<file path="config.mk">
export PLATFORM = sky130hd
export DESIGN_NAME = dmem_lsu
export DESIGN_NICKNAME = d
export VERILOG_FILES = /design/src/rtl/dmem_lsu.sv
export SDC_FILE = /design/constraint.sdc
export NUM_CORES = 1
export LEC_CHECK = 0
export ABC_AREA = 1
export CORE_MARGIN = 3
export CORE_UTILIZATION = 47
export CTS_CLUSTER_SIZE = 25
export DETAILED_ROUTE_END_ITERATION = 6
export PLACE_DENSITY = 0.81
export SYNTH_ARGS = -nofsm -noshare
export SYNTH_HDL_FRONTEND = slang
export SYNTH_SLANG_ARGS = --single-unit
</file>
<file path="constraint.sdc">
create_clock -name clk -period 2.1 [get_ports clk]
set_clock_uncertainty 0.05 [all_clocks]
set_input_delay 0.21 -clock clk [delete_from_list [all_inputs] [get_ports clk]]
set_output_delay 0.21 -clock clk [all_outputs]
set_load 0.1 [all_outputs]
</file>
<file path="src/rtl/dmem_lsu.sv">
// dmem_lsu: load/store unit between a request/response port and a single-ported
// data memory with a combinational read. Sub-word stores use read-modify-write.
//   clk, rst_n                : clock, asynchronous active-low reset
//   req_valid/req_ready       : request handshake (ready only in IDLE)
//   req_we/size/signed        : store/load, 00 byte 01 half 10 word 11 illegal, sign-extend
//   req_addr/req_wdata        : byte address, right-aligned store data
//   resp_valid/resp_ready     : response handshake
//   resp_rdata/resp_err       : load result (0 for stores), rejected request
//   mem_we/mem_adr/mem_din    : memory write enable, word-aligned byte address, write word
//   mem_dout                  : memory read word at mem_adr
// Macro DMEM_LSU_ALIGN_CHECK_EN: reject misaligned half/word accesses with resp_err.
module dmem_lsu #(
    parameter int DEPTH = 128
) (
    input  logic        clk,
    input  logic        rst_n,
    input  logic        req_valid,
    output logic        req_ready,
    input  logic        req_we,
    input  logic [1:0]  req_size,
    input  logic        req_signed,
    input  logic [31:0] req_addr,
    input  logic [31:0] req_wdata,
    output logic        resp_valid,
    input  logic        resp_ready,
    output logic [31:0] resp_rdata,
    output logic        resp_err,
    output logic        mem_we,
    output logic [31:0] mem_adr,
    output logic [31:0] mem_din,
    input  logic [31:0] mem_dout
);
    typedef enum logic [1:0] {IDLE, READ, WRITE, RESP} state_t;

    localparam logic [31:0] AMOD = 32'(DEPTH * 4);

    state_t      r_state, w_next;
    logic        r_we, r_signed, r_err;
    logic [1:0]  r_size;
    logic [31:0] r_addr, r_wdata, r_word, r_rdata;
    logic        w_accept, w_bad;
    logic [4:0]  w_sh;
    logic [31:0] w_lane, w_load, w_mask, w_rep, w_merge, w_adr;

    assign w_accept = req_valid && (r_state == IDLE);

`ifdef DMEM_LSU_ALIGN_CHECK_EN
    assign w_bad = (req_size == 2'b11) || (req_size == 2'b01 && req_addr[0]) ||
                   (req_size == 2'b10 && req_addr[1:0] != 2'b00);
`else
    assign w_bad = (req_size == 2'b11);
`endif

    // Lane shift: words always use lane 0, so unaligned low bits are ignored.
    assign w_sh    = (r_size == 2'b00) ? {r_addr[1:0], 3'b000} :
                     (r_size == 2'b01) ? {r_addr[1], 4'b0000} : 5'd0;
    assign w_lane  = mem_dout >> w_sh;
    assign w_load  = (r_size == 2'b00) ? {{24{r_signed & w_lane[7]}}, w_lane[7:0]} :
                     (r_size == 2'b01) ? {{16{r_signed & w_lane[15]}}, w_lane[15:0]} : w_lane;
    assign w_mask  = ((r_size == 2'b00) ? 32'h0000_00FF : 32'h0000_FFFF) << w_sh;
    assign w_rep   = (r_size == 2'b00) ? {4{r_wdata[7:0]}} : {2{r_wdata[15:0]}};
    assign w_merge = (r_size == 2'b10) ? r_wdata : ((r_word & ~w_mask) | (w_rep & w_mask));
    assign w_adr   = {r_addr[31:2], 2'b00} % AMOD;

    assign req_ready  = (r_state == IDLE);
    assign resp_valid = (r_state == RESP);
    assign resp_rdata = r_rdata;
    assign resp_err   = r_err;
    assign mem_we     = (r_state == WRITE);
    assign mem_adr    = (r_state == READ || r_state == WRITE) ? w_adr : 32'd0;
    assign mem_din    = (r_state == WRITE) ? w_merge : 32'd0;

    always_ff @(posedge clk or negedge rst_n) begin
        if (!rst_n)
            r_state <= IDLE;
        else
            r_state <= w_next;
    end

    always_comb begin
        w_next = r_state;
        case (r_state)
            IDLE:    if (req_valid) w_next = w_bad ? RESP : (req_we && req_size == 2'b10) ? WRITE : READ;
            READ:    w_next = r_we ? WRITE : RESP;
            WRITE:   w_next = RESP;
            RESP:    if (resp_ready) w_next = IDLE;
            default: w_next = IDLE;
        endcase
    end

    always_ff @(posedge clk or negedge rst_n) begin
        if (!rst_n) begin
            r_we     <= 1'b0;
            r_size   <= 2'b00;
            r_signed <= 1'b0;
            r_addr   <= 32'd0;
            r_wdata  <= 32'd0;
            r_word   <= 32'd0;
            r_rdata  <= 32'd0;
            r_err    <= 1'b0;
        end else begin
            if (w_accept) begin
                r_we     <= req_we;
                r_size   <= req_size;
                r_signed <= req_signed;
                r_addr   <= req_addr;
                r_wdata  <= req_wdata;
                r_err    <= w_bad;
                r_rdata  <= 32'd0;
            end
            if (r_state == READ) begin
                r_word <= mem_dout;
                if (!r_we) r_rdata <= w_load;
            end
        end
    end
endmodule
</file>
==> results of run 1 <==
## synthesized netlist by cell type (all sizes together)
library cell / count
clkbuf: 22
inv: 104
a21oi: 45
buf: 44
nand3: 29
o211ai: 13
dfrtp: 112
nand2: 214
o21bai: 8
o21ai: 93
nor2: 53
o22ai: 4
ha: 5
a211oi: 2
clkinv: 1
o21a: 1
or2: 8
mux2: 33
a31oi: 1
conb: 1
and2: 1
## per-stage QoR
stage	instances	utilization, %	setup TNS (ns)
after floorplan	818	-	-28.39
after detailed placement	1116	67.0	0
after CTS	1152	72.2	-2.53
final	1155	73.0	-3.29
after global routing	1155	73.0	-5.72
after global placement	1116	67.0	0
## kinds of logic after synthesis
group	share of synthesized area, %
muxes	6.03
and+or+nand+nor	20.1
buffers and inverters	12.6
other	0.0608
DFF	45.4
AOI/OAI and AO/OA	14.7
adders and majority gates	1.01
## timing repair
item                                    in CTS  in global routing
setup buffers                               16                  4
hold buffers                                 1                  0
gates resized for setup                     65                 19
pin swaps                                   23                  8
hold endpoints to repair                    17                  0
cloned                                       4                  0
endpoints found under the setup margin      32                 50
## layout make-up
class	count	area (um^2)	share of cell area (%)
inverter	105	467	5.03
clock buffer	11	243	2.61
tap	172	215	2.32
clock inverter	5	80.1	0.862
sequential	112	2800	30.2
multi-input combinational	538	3060	32.9
timing repair buffer	212	2420	26.0
## worst min path at each step
stage | slack [ns] | startpoint | endpoint
finish | 0.21 | rst_n | r_addr[1]
global route | 0.23 | rst_n | r_we
CTS | 0.21 | rst_n | r_we
detailed placement | 0.05 | rst_n | resp_rdata[17]
global placement | 0.05 | rst_n | resp_rdata[27]
floorplan | -0.14 | rst_n | r_addr[0]
## registers in the layout, summed over array words and instances (netlist names)
signal / flops
r_addr: 9
r_signed: 1
r_size: 2
r_state: 2
r_wdata: 32
r_we: 1
r_word: 32
resp_err: 1
resp_rdata: 32
## metal layers
metal | up-vias | routed length, um | track usage [%]
li1 | 2836 | - | -
met1 | 2875 | 7460 | 34.0
met2 | 342 | 9570 | 42.8
met3 | 61 | 2080 | 7.81
met4 | 0 | 745 | 11.4
met5 | - | 0 | 0
## critical path, cell delays in order (launching register included)
cell and delay (ns):
dfrtp_2 0.46, nor2_4 0.16, inv_4 0.06, nor2_2 0.27
o21ai_0 0.16, o21bai_1 0.24, clkinvlp_4 0.15, buf_12 0.18
==> results.md, run 1 <==
- CTS Buf Count: 9
- Sequential share of the synthesized area: 45.4%
- CP Capture Type: output port
- Status: finished, violations left
- RSZ-0062 raised after global routing: true
- CP max FO: 7
- Antenna cells: 0
- Hold slack: 0.215 ns
- Number of remaining DRC errors: 3
- Peak Freq: 435 MHz
- Flop-to-flop setup slack: 0.10 ns
- Die ar.: 14500 um^2
- Critical Path End: mem_din[18]
- Cell taking the most area after synthesis: dfrtp_1
- Commonest cells after routing, fill and taps aside: nand2_1, dfrtp_1, inv_1, clkdlybuf4s50_1, buf_4
- CP Class: reg2out
- Failing checks: DRC, setup timing
- Share of cells above drive strength 1: 28.2%
- Period utilization: 109%
- Synth Register Bits: 112
- Final setup vio count: 32
- Type of the worst min-delay path: in2async
- R2R cell count: 9
- Longest Clk Path Bufs: 2
- Core Rows: 41
- Drt first pass iters: 7
- Mapped Cells: 794
- Final WS setup: -0.196 ns
- R2r startpoint: r_size[1]
- Grt total ovfl: 0
- Final WL: 19900 um
- Post-synth cell types: 31
- Req. time, crit path: 1.84 ns
- Final ANT Viol Nets: 0
- Avg Cell Area, Syn: 7.77 um^2
- CTS tree: built
- Clock-pin slew on the worst setup and hold paths: 0.08 ns
- Fillers: 904
- Area contributors post-synth: dfrtp_1, nand2_1, o21ai_0, inv_1, mux2_2
- Worst setup SP type: flop
- Final net count: 1087
- Gpl congestion: 0.929
- Largest net degree at the start of global routing: 63
- Pre-CTS setup slack: 0.00291 ns
- PortBufs: 155
- Tot GR Track Use: 26.8%
- Post-Layout Inst Area: 9290 um^2
- Hpwl dp: 14000 um
- Max-slew violation count: 0
- Antenna violations before repair: 0
- Mapped cell area: 6170 um^2
- Commonest non-fill, non-tap cell in the layout: nand2_1
- DR iter-0 viols: 703
- YS warnings: 0
- Die Span Y: 121 um
- Max_cap viols: 0
- Starting Density: 48.5%
- Post-DP Area: 8530 um^2
- Clock latency on the worst-skew pair: 0.35 ns
- H-tree levels: 3
- Vias in the first global route: 5942
- Data arrival time of the critical path: 2.04 ns
- Area of the core: 12700 um^2
- Post-DR vias/cell: 5.29
- Die width: 121 um
- Critical Path Source: r_size[1]
- Global-route wire length before repair: 30500 um
- Post-synth top area share: 45.4%
- Crit Reg-Reg Endpoint: resp_rdata[31]
- Fin. Hold Viols: 0
- Minimum clock period after layout: 2.30 ns
- Root Buffer Master: clkbuf_16
- Ports: 204
- Clk sinks: 112
- Area Growth Syn to Fin: 50.6%
- WL/cell: 17.2 um
- Via count: 6114
Power of run 1 is left out: the tool's default activity adds up to more than one toggle a clock period on the data nets, which glitch-free logic cannot reach.
==> run 2: changes to the inputs <==
==> constraint.sdc (replaced) <==
create_clock -name clk -period 2.23 [get_ports clk]
set_clock_uncertainty 0.05 [all_clocks]
set_input_delay 0.223 -clock clk [delete_from_list [all_inputs] [get_ports clk]]
set_output_delay 0.223 -clock clk [all_outputs]
set_load 0.01 [all_outputs]
==> results.md, run 2 (synthesized netlist as in run 1, its figures left out) <==
- Kind of cell adding the most delay to the critical path: buffers and inverters (was flip-flops)
- Critical path's largest stage delay: 0.52 ns (was 0.46 ns)
- Peak Freq: 411 MHz
- Commonest cells after routing, fill and taps aside: nand2_1, clkdlybuf4s50_1, dfrtp_1, inv_1, o21ai_0 (was nand2_1, dfrtp_1, inv_1, clkdlybuf4s50_1, buf_4)
- P per Cell Area: 1490 nW/um^2
- Final net count: 1067 (was 1087)
- Grt total ovfl: 0 (unchanged)
- Antenna cells: 0 (unchanged)
- CTS tree: built (unchanged)
- Final WS setup: -0.203 ns (was -0.196 ns)
- Final WL: 18400 um (was 19900 um)
- Max IR drop VDD: 0.963 mV
- Final Core Density: 66.2% (was 73.0%)
- Worst rel slew slack: 58.3%
- Post-Layout Inst Area: 8420 um^2 (was 9290 um^2)
- Starting Density: 48.5% (unchanged)
- Status: finished, violations left (unchanged)
- Largest net degree at the start of global routing: 52 (was 63)
- Global-route wire length before repair: 28700 um (was 30500 um)
- Clk pwr share: 12.0%
- CP Capture Type: output port (unchanged)
- Ports: 204 (unchanged)
- Max_cap viols: 0 (unchanged)
- Setup TNS: -0.798 ns (was -3.29 ns)
- Post-DP Area: 8020 um^2 (was 8530 um^2)
- Worst-path cell chain: nor2_4, nand2_2, inv_4, nor2_4, buf_12, o21ai_1, o21bai_1, inv_1, clkdlybuf4s50_1 (was nor2_4, inv_4, nor2_2, o21ai_0, o21bai_1, clkinvlp_4, buf_12)
- Area of the core: 12700 um^2 (unchanged)
- Combinational group share of total power: 58.9%
- Final ANT Viol Nets: 0 (unchanged)
- Vias in the first global route: 5527 (was 5942)
- Share of cells above drive strength 1: 14.4% (was 28.2%)
- Req. time, crit path: 1.96 ns (was 1.84 ns)
- FF/Latch Area: 2800 um^2 (unchanged)
- Longest Clk Path Bufs: 2 (unchanged)
- Post-DR vias/cell: 5.14 (was 5.29)
- Die ar.: 14500 um^2 (unchanged)
- Hpwl dp: 13600 um (was 14000 um)
- Worst setup SP type: flop (unchanged)
- Antenna violations before repair: 0 (unchanged)
- Most used cell along the critical path: nor2_4
- RSZ-0062 raised after global routing: true (unchanged)
- WL/cell: 16.2 um (was 17.2 um)
- Period utilization: 109%
- Int Pwr: 7.22 mW
- Clock latency on the worst-skew pair: 0.36 ns (was 0.35 ns)
- Slowest CP cell: clkdlybuf4s50_1 (was dfrtp_2)
- CTS Buf Count: 9 (unchanged)
- Clock-pin slew on the worst setup and hold paths: 0.07 ns (was 0.08 ns)
- Type of the worst min-delay path: in2async (unchanged)
- CP max FO: 14 (was 7)
- Minimum clock period after layout: 2.43 ns
- Worst slew pin tran: 0.625 ns
- Area Growth Syn to Fin: 36.5% (was 50.6%)
- Final setup vio count: 8 (was 32)
- Via count: 5826 (was 6114)
- Number of remaining DRC errors: 0 (was 3)
- Fillers: 1075 (was 904)
- DR iter-0 viols: 599 (was 703)
- Sw Ratio: 42.5%
- Core Rows: 41 (unchanged)
- Gpl congestion: 0.929 (about the same)
- Buf/Inv on CP: 4 (was 3)
- Total power: 12.6 mW
- Area of the multi-input gates: 2800 um^2 (was 3060 um^2)
- Pre-CTS setup slack: -0.0274 ns (was 0.00291 ns)
- H-tree levels: 3 (unchanged)
- Data arrival time of the critical path: 2.16 ns (was 2.04 ns)
- PortBufs: 155 (unchanged)
- Commonest non-fill, non-tap cell in the layout: nand2_1 (unchanged)
- Fin. Hold Viols: 0 (unchanged)
- Die width: 121 um (unchanged)
- Tot GR Track Use: 25.3% (was 26.8%)
- Clk sinks: 112 (unchanged)
- Reg power frac: 29.1%
- Leak: 4.35 nW
- Root Buffer Master: clkbuf_16 (unchanged)
- Drt first pass iters: 5 (was 7)
- CP Class: reg2out (unchanged)
- Die Span Y: 121 um (unchanged)
- Max-slew violation count: 0 (unchanged)
- Failing checks: setup timing (was DRC, setup timing)
- Switch Pwr: 5.34 mW
run 2: worst reg2reg max path, cell delays in order, from the launching register on:
cell     delay, ns
dfrtp_2       0.45
nor2_4        0.07
nand2_2       0.10
buf_4         0.32
nand2_1       0.11
nand3_1       0.11
nand3_1       0.10
nand2_2       0.25
inv_2         0.15
a21oi_1       0.19
run 2: final timing paths:
path | cells after the start | end | slack (ns) | startpoint
setup / recovery | 9 | mem_din[16] | -0.20 | r_size[1]
hold / removal | 2 | r_wdata[19] | 0.37 | rst_n
setup reg to reg | 9 | resp_rdata[20] | 0.24 | r_size[1]
hold reg to reg | 2 | r_word[7] | 0.43 | r_word[7]
max in group asynchronous | 3 | resp_rdata[23] | 1.15 | rst_n
min in group clk | 3 | r_wdata[14] | 0.39 | req_wdata[14]
run 2: cell type report:
| cell class | instances | area share [%] |
|---|---|---|
| clock buffers | 11 | 2.88 |
| clock inverters | 4 | 0.372 |
| inverters | 105 | 4.74 |
| multi-input cells | 535 | 33.2 |
| flip-flops and latches | 112 | 33.3 |
| well taps | 172 | 2.56 |
| repair buffers | 195 | 22.9 |
run 2: timing repair:
action / in CTS / in global routing
setup buffers: 3 / 1
hold endpoints to repair: 42 / 0
gates resized for setup: 62 / 38
pin swaps: 4 / 3
setup endpoints to repair: 38 / 36
hold buffers: 1 / 0
run 2: metal layers:
| metal | vias to the layer above | track usage [%] | share of wire, % |
|---|---|---|---|
| met1 | 2682 | 33.8 | 41 |
| met4 | 0 | 9.56 | 3.3 |
| li1 | 2793 | - | - |
| met2 | 306 | 39.4 | 46 |
| met5 | - | 0 | 0 |
| met3 | 45 | 6.88 | 9.6 |
run 2: power by group through the flow:
stage	sequential [mW]	combinational [mW]	clock [mW]
finish	3.65	7.39	1.51
floorplan	3.61	4.02	0
CTS	3.62	7.32	1.54
global route	3.75	8.17	1.62
detailed placement	3.63	7.15	0
global placement	3.60	6.99	0
run 2: through the flow:
step                instances  hold WS, ns
global placement         1114        0.216
CTS                      1133        0.380
finish                   1134        0.368
global route             1134        0.406
floorplan                 818       -0.123
detailed placement       1114        0.220
Power figures use the tool's default switching activity.
==> run 3: changes to the inputs <==
ABC_CLOCK_PERIOD_IN_PS = 2230   (was not set)
CELL_PAD_IN_SITES_DETAIL_PLACEMENT = 0   (was not set)
CELL_PAD_IN_SITES_GLOBAL_PLACEMENT = 1   (was not set)
CORE_UTILIZATION = 33   (was 47)
PLACE_DENSITY = 0.8   (was 0.81)
==> results.md, run 3 (synthesized netlist as in run 1, its figures left out) <==
- CP Capture Type: output port (unchanged)
- Minimum clock period after layout: 2.23 ns (was 2.43 ns)
- CP Class: reg2out (unchanged)
- Tot GR Track Use: 19.3% (was 25.3%)
- P per Cell Area: 1520 nW/um^2 (was 1490 nW/um^2)
- Final WS setup: -0.00174 ns (was -0.203 ns)
- R2R cell count: 10 (was 9)
- Worst slew pin tran: 0.564 ns (was 0.625 ns)
- Hpwl dp: 14800 um (was 13600 um)
- Largest net degree at the start of global routing: 48 (was 52)
- Gpl congestion: 0.834 (was 0.929)
- Req. time, crit path: 1.96 ns (about the same)
- Antenna cells: 0 (unchanged)
- Hold slack: 0.350 ns (was 0.368 ns)
- Grt total ovfl: 0 (unchanged)
- Clock-pin slew on the worst setup and hold paths: 0.08 ns (was 0.07 ns)
- Post-DR vias/cell: 4.70 (was 5.14)
- Share of cells above drive strength 1: 19.2% (was 14.4%)
- Ports: 204 (unchanged)
- Die ar.: 20400 um^2 (was 14500 um^2)
- Number of remaining DRC errors: 0 (unchanged)
- Fin. Hold Viols: 0 (unchanged)
- Data arrival time of the critical path: 1.96 ns (was 2.16 ns)
- Drt first pass iters: 5 (unchanged)
- Core Rows: 49 (was 41)
- PortBufs: 155 (unchanged)
- Final Core Density: 48.2% (was 66.2%)
- Via count: 5697 (was 5826)
- Area of the core: 18100 um^2 (was 12700 um^2)
- Commonest cells after routing, fill and taps aside: nand2_1, clkdlybuf4s50_1, dfrtp_1, inv_1, o21ai_0 (unchanged)
- Type of the worst min-delay path: in2async (unchanged)
- CP max FO: 7 (was 14)
- Placed Instances: 1176 (was 1114)
- Root Buffer Master: clkbuf_16 (unchanged)
- CTS Buf Count: 9 (unchanged)
- Clk sinks: 112 (unchanged)
- Worst rel slew slack: 62.4% (was 58.3%)
- Peak Freq: 448 MHz (was 411 MHz)
- R2r startpoint: r_size[1] (unchanged)
- Flop-to-flop setup slack: 0.21 ns (was 0.24 ns)
- H-tree levels: 3 (unchanged)
- Total power: 13.3 mW (was 12.6 mW)
- Status: finished, violations left (unchanged)
- DR iter-0 viols: 418 (was 599)
- Final net count: 1086 (was 1067)
- Global-route wire length before repair: 30500 um (was 28700 um)
- RSZ-0062 raised after global routing: true (unchanged)
- Worst setup SP type: flop (unchanged)
- Final WL: 20100 um (was 18400 um)
- Final ANT Viol Nets: 0 (unchanged)
- WL/cell: 16.6 um (was 16.2 um)
- Antenna violations before repair: 1 (was 0)
- Period utilization: 100% (was 109%)
- Clock latency on the worst-skew pair: 0.36 ns (about the same)
- Leak: 4.44 nW (was 4.35 nW)
- Max_cap viols: 0 (unchanged)
- Non-filler cells, final: 1211 (was 1134)
- Vias in the first global route: 5492 (was 5527)
- Max-slew violation count: 0 (unchanged)
- Die width: 143 um (was 121 um)
- CTS tree: built (unchanged)
- Fillers: 1767 (was 1075)
- Max IR drop VDD: 0.796 mV (was 0.963 mV)
- Failing checks: setup timing (unchanged)
- Starting Density: 34.0% (was 48.5%)
- Longest Clk Path Bufs: 2 (unchanged)
- Commonest non-fill, non-tap cell in the layout: nand2_1 (unchanged)
- Area Growth Syn to Fin: 41.9% (was 36.5%)
- Crit Reg-Reg Endpoint: resp_rdata[27] (was resp_rdata[20])
- Die Span Y: 143 um (was 121 um)
- Final setup vio count: 2 (was 8)
==> run 3: cell types whose count changed in the layout (fill, tap and decap cells not counted), moves of 3 or more <==
cell	previous run	this run
a21oi_2	1	8
dlygate4sd2_1	9	3
clkdlybuf4s15_1	4	1
clkdlybuf4s50_1	126	122
buf_2	0	17
buf_4	29	36
inv_8	0	3
buf_6	2	11
a21oi_1	44	37
dlymetal6s2s_1	5	0
==> run 3: per-stage QoR <==
stage / setup WS (ns) / setup TNS (ns) / area, um^2
6_report: -0.00174 / -0.00281 / 8750
5_1_grt: -0.128 / -1.25 / 8750
4_1_cts: -0.171 / -0.274 / 8590
3_5_place_dp: -0.0942 / -0.482 / 8140
3_3_place_gp: -0.0859 / -0.137 / 8140
2_1_floorplan: 0.443 / 0 / 6260
==> run 3: cell type report <==
cell class	count	area [um^2]	area share, %
Tap cell	229	287	3.27
Sequential cell	112	2800	32.0
Timing Repair Buffer	212	2080	23.8
Timing Repair inverter	1	7.51	0.0858
Multi-Input combinational cell	536	2850	32.6
Clock buffer	9	225	2.57
Clock inverter	7	86.3	0.987
Inverter	105	409	4.68
==> run 3: how the worst max path moves through the flow <==
| stage | from | to | slack, ns | depth (start not counted) |
|---|---|---|---|---|
| finish | r_size[1] | mem_din[20] | -0.002 | 11 |
| floorplan | r_state[0] | r_wdata[0] | 0.44 | 5 |
| CTS | r_size[1] | mem_din[6] | -0.17 | 10 |
| global route | r_size[1] | mem_din[21] | -0.13 | 12 |
| global placement | r_size[1] | mem_din[6] | -0.09 | 7 |
| detailed placement | r_size[1] | mem_din[6] | -0.09 | 7 |
==> run 3: report_power, final <==
part	leakage, nW	switching, mW	internal (mW)	total, mW
Combinational	2.95	4.22	3.74	7.95
Sequential	1.34	0.585	3.05	3.64
Clock	0.150	0.844	0.900	1.74
==> run 3: layer usage <==
layer  vias to the layer above  share of wire (%)  track usage (%)
li1                       2843                  -                -
met5                         -              0.065                0
met2                       184                 46             30.3
met4                         2                1.4             4.80
met3                        18                7.6             4.86
met1                      2650                 45             26.8
==> run 3: repair_timing <==
item | 4_1_cts | 5_1_grt
setup endpoints to repair | 39 | 33
gates resized for setup | 128 | 58
hold buffers | 1 | 0
buffers inserted | 7 | 6
hold endpoints to repair | 36 | 0
gates cloned | 2 | 3
pin swaps | 9 | 18
==> run 3: critical path, cell delays in order (launching register included) <==
cell       delay [ns]
dfrtp_2          0.42
buf_6            0.12
nor2_4           0.04
nand2_2          0.09
inv_4            0.05
buf_6            0.11
nor2_4           0.20
clkbuf_16        0.20
o21ai_1          0.06
o21bai_1         0.14
inv_1            0.05
buf_2            0.13
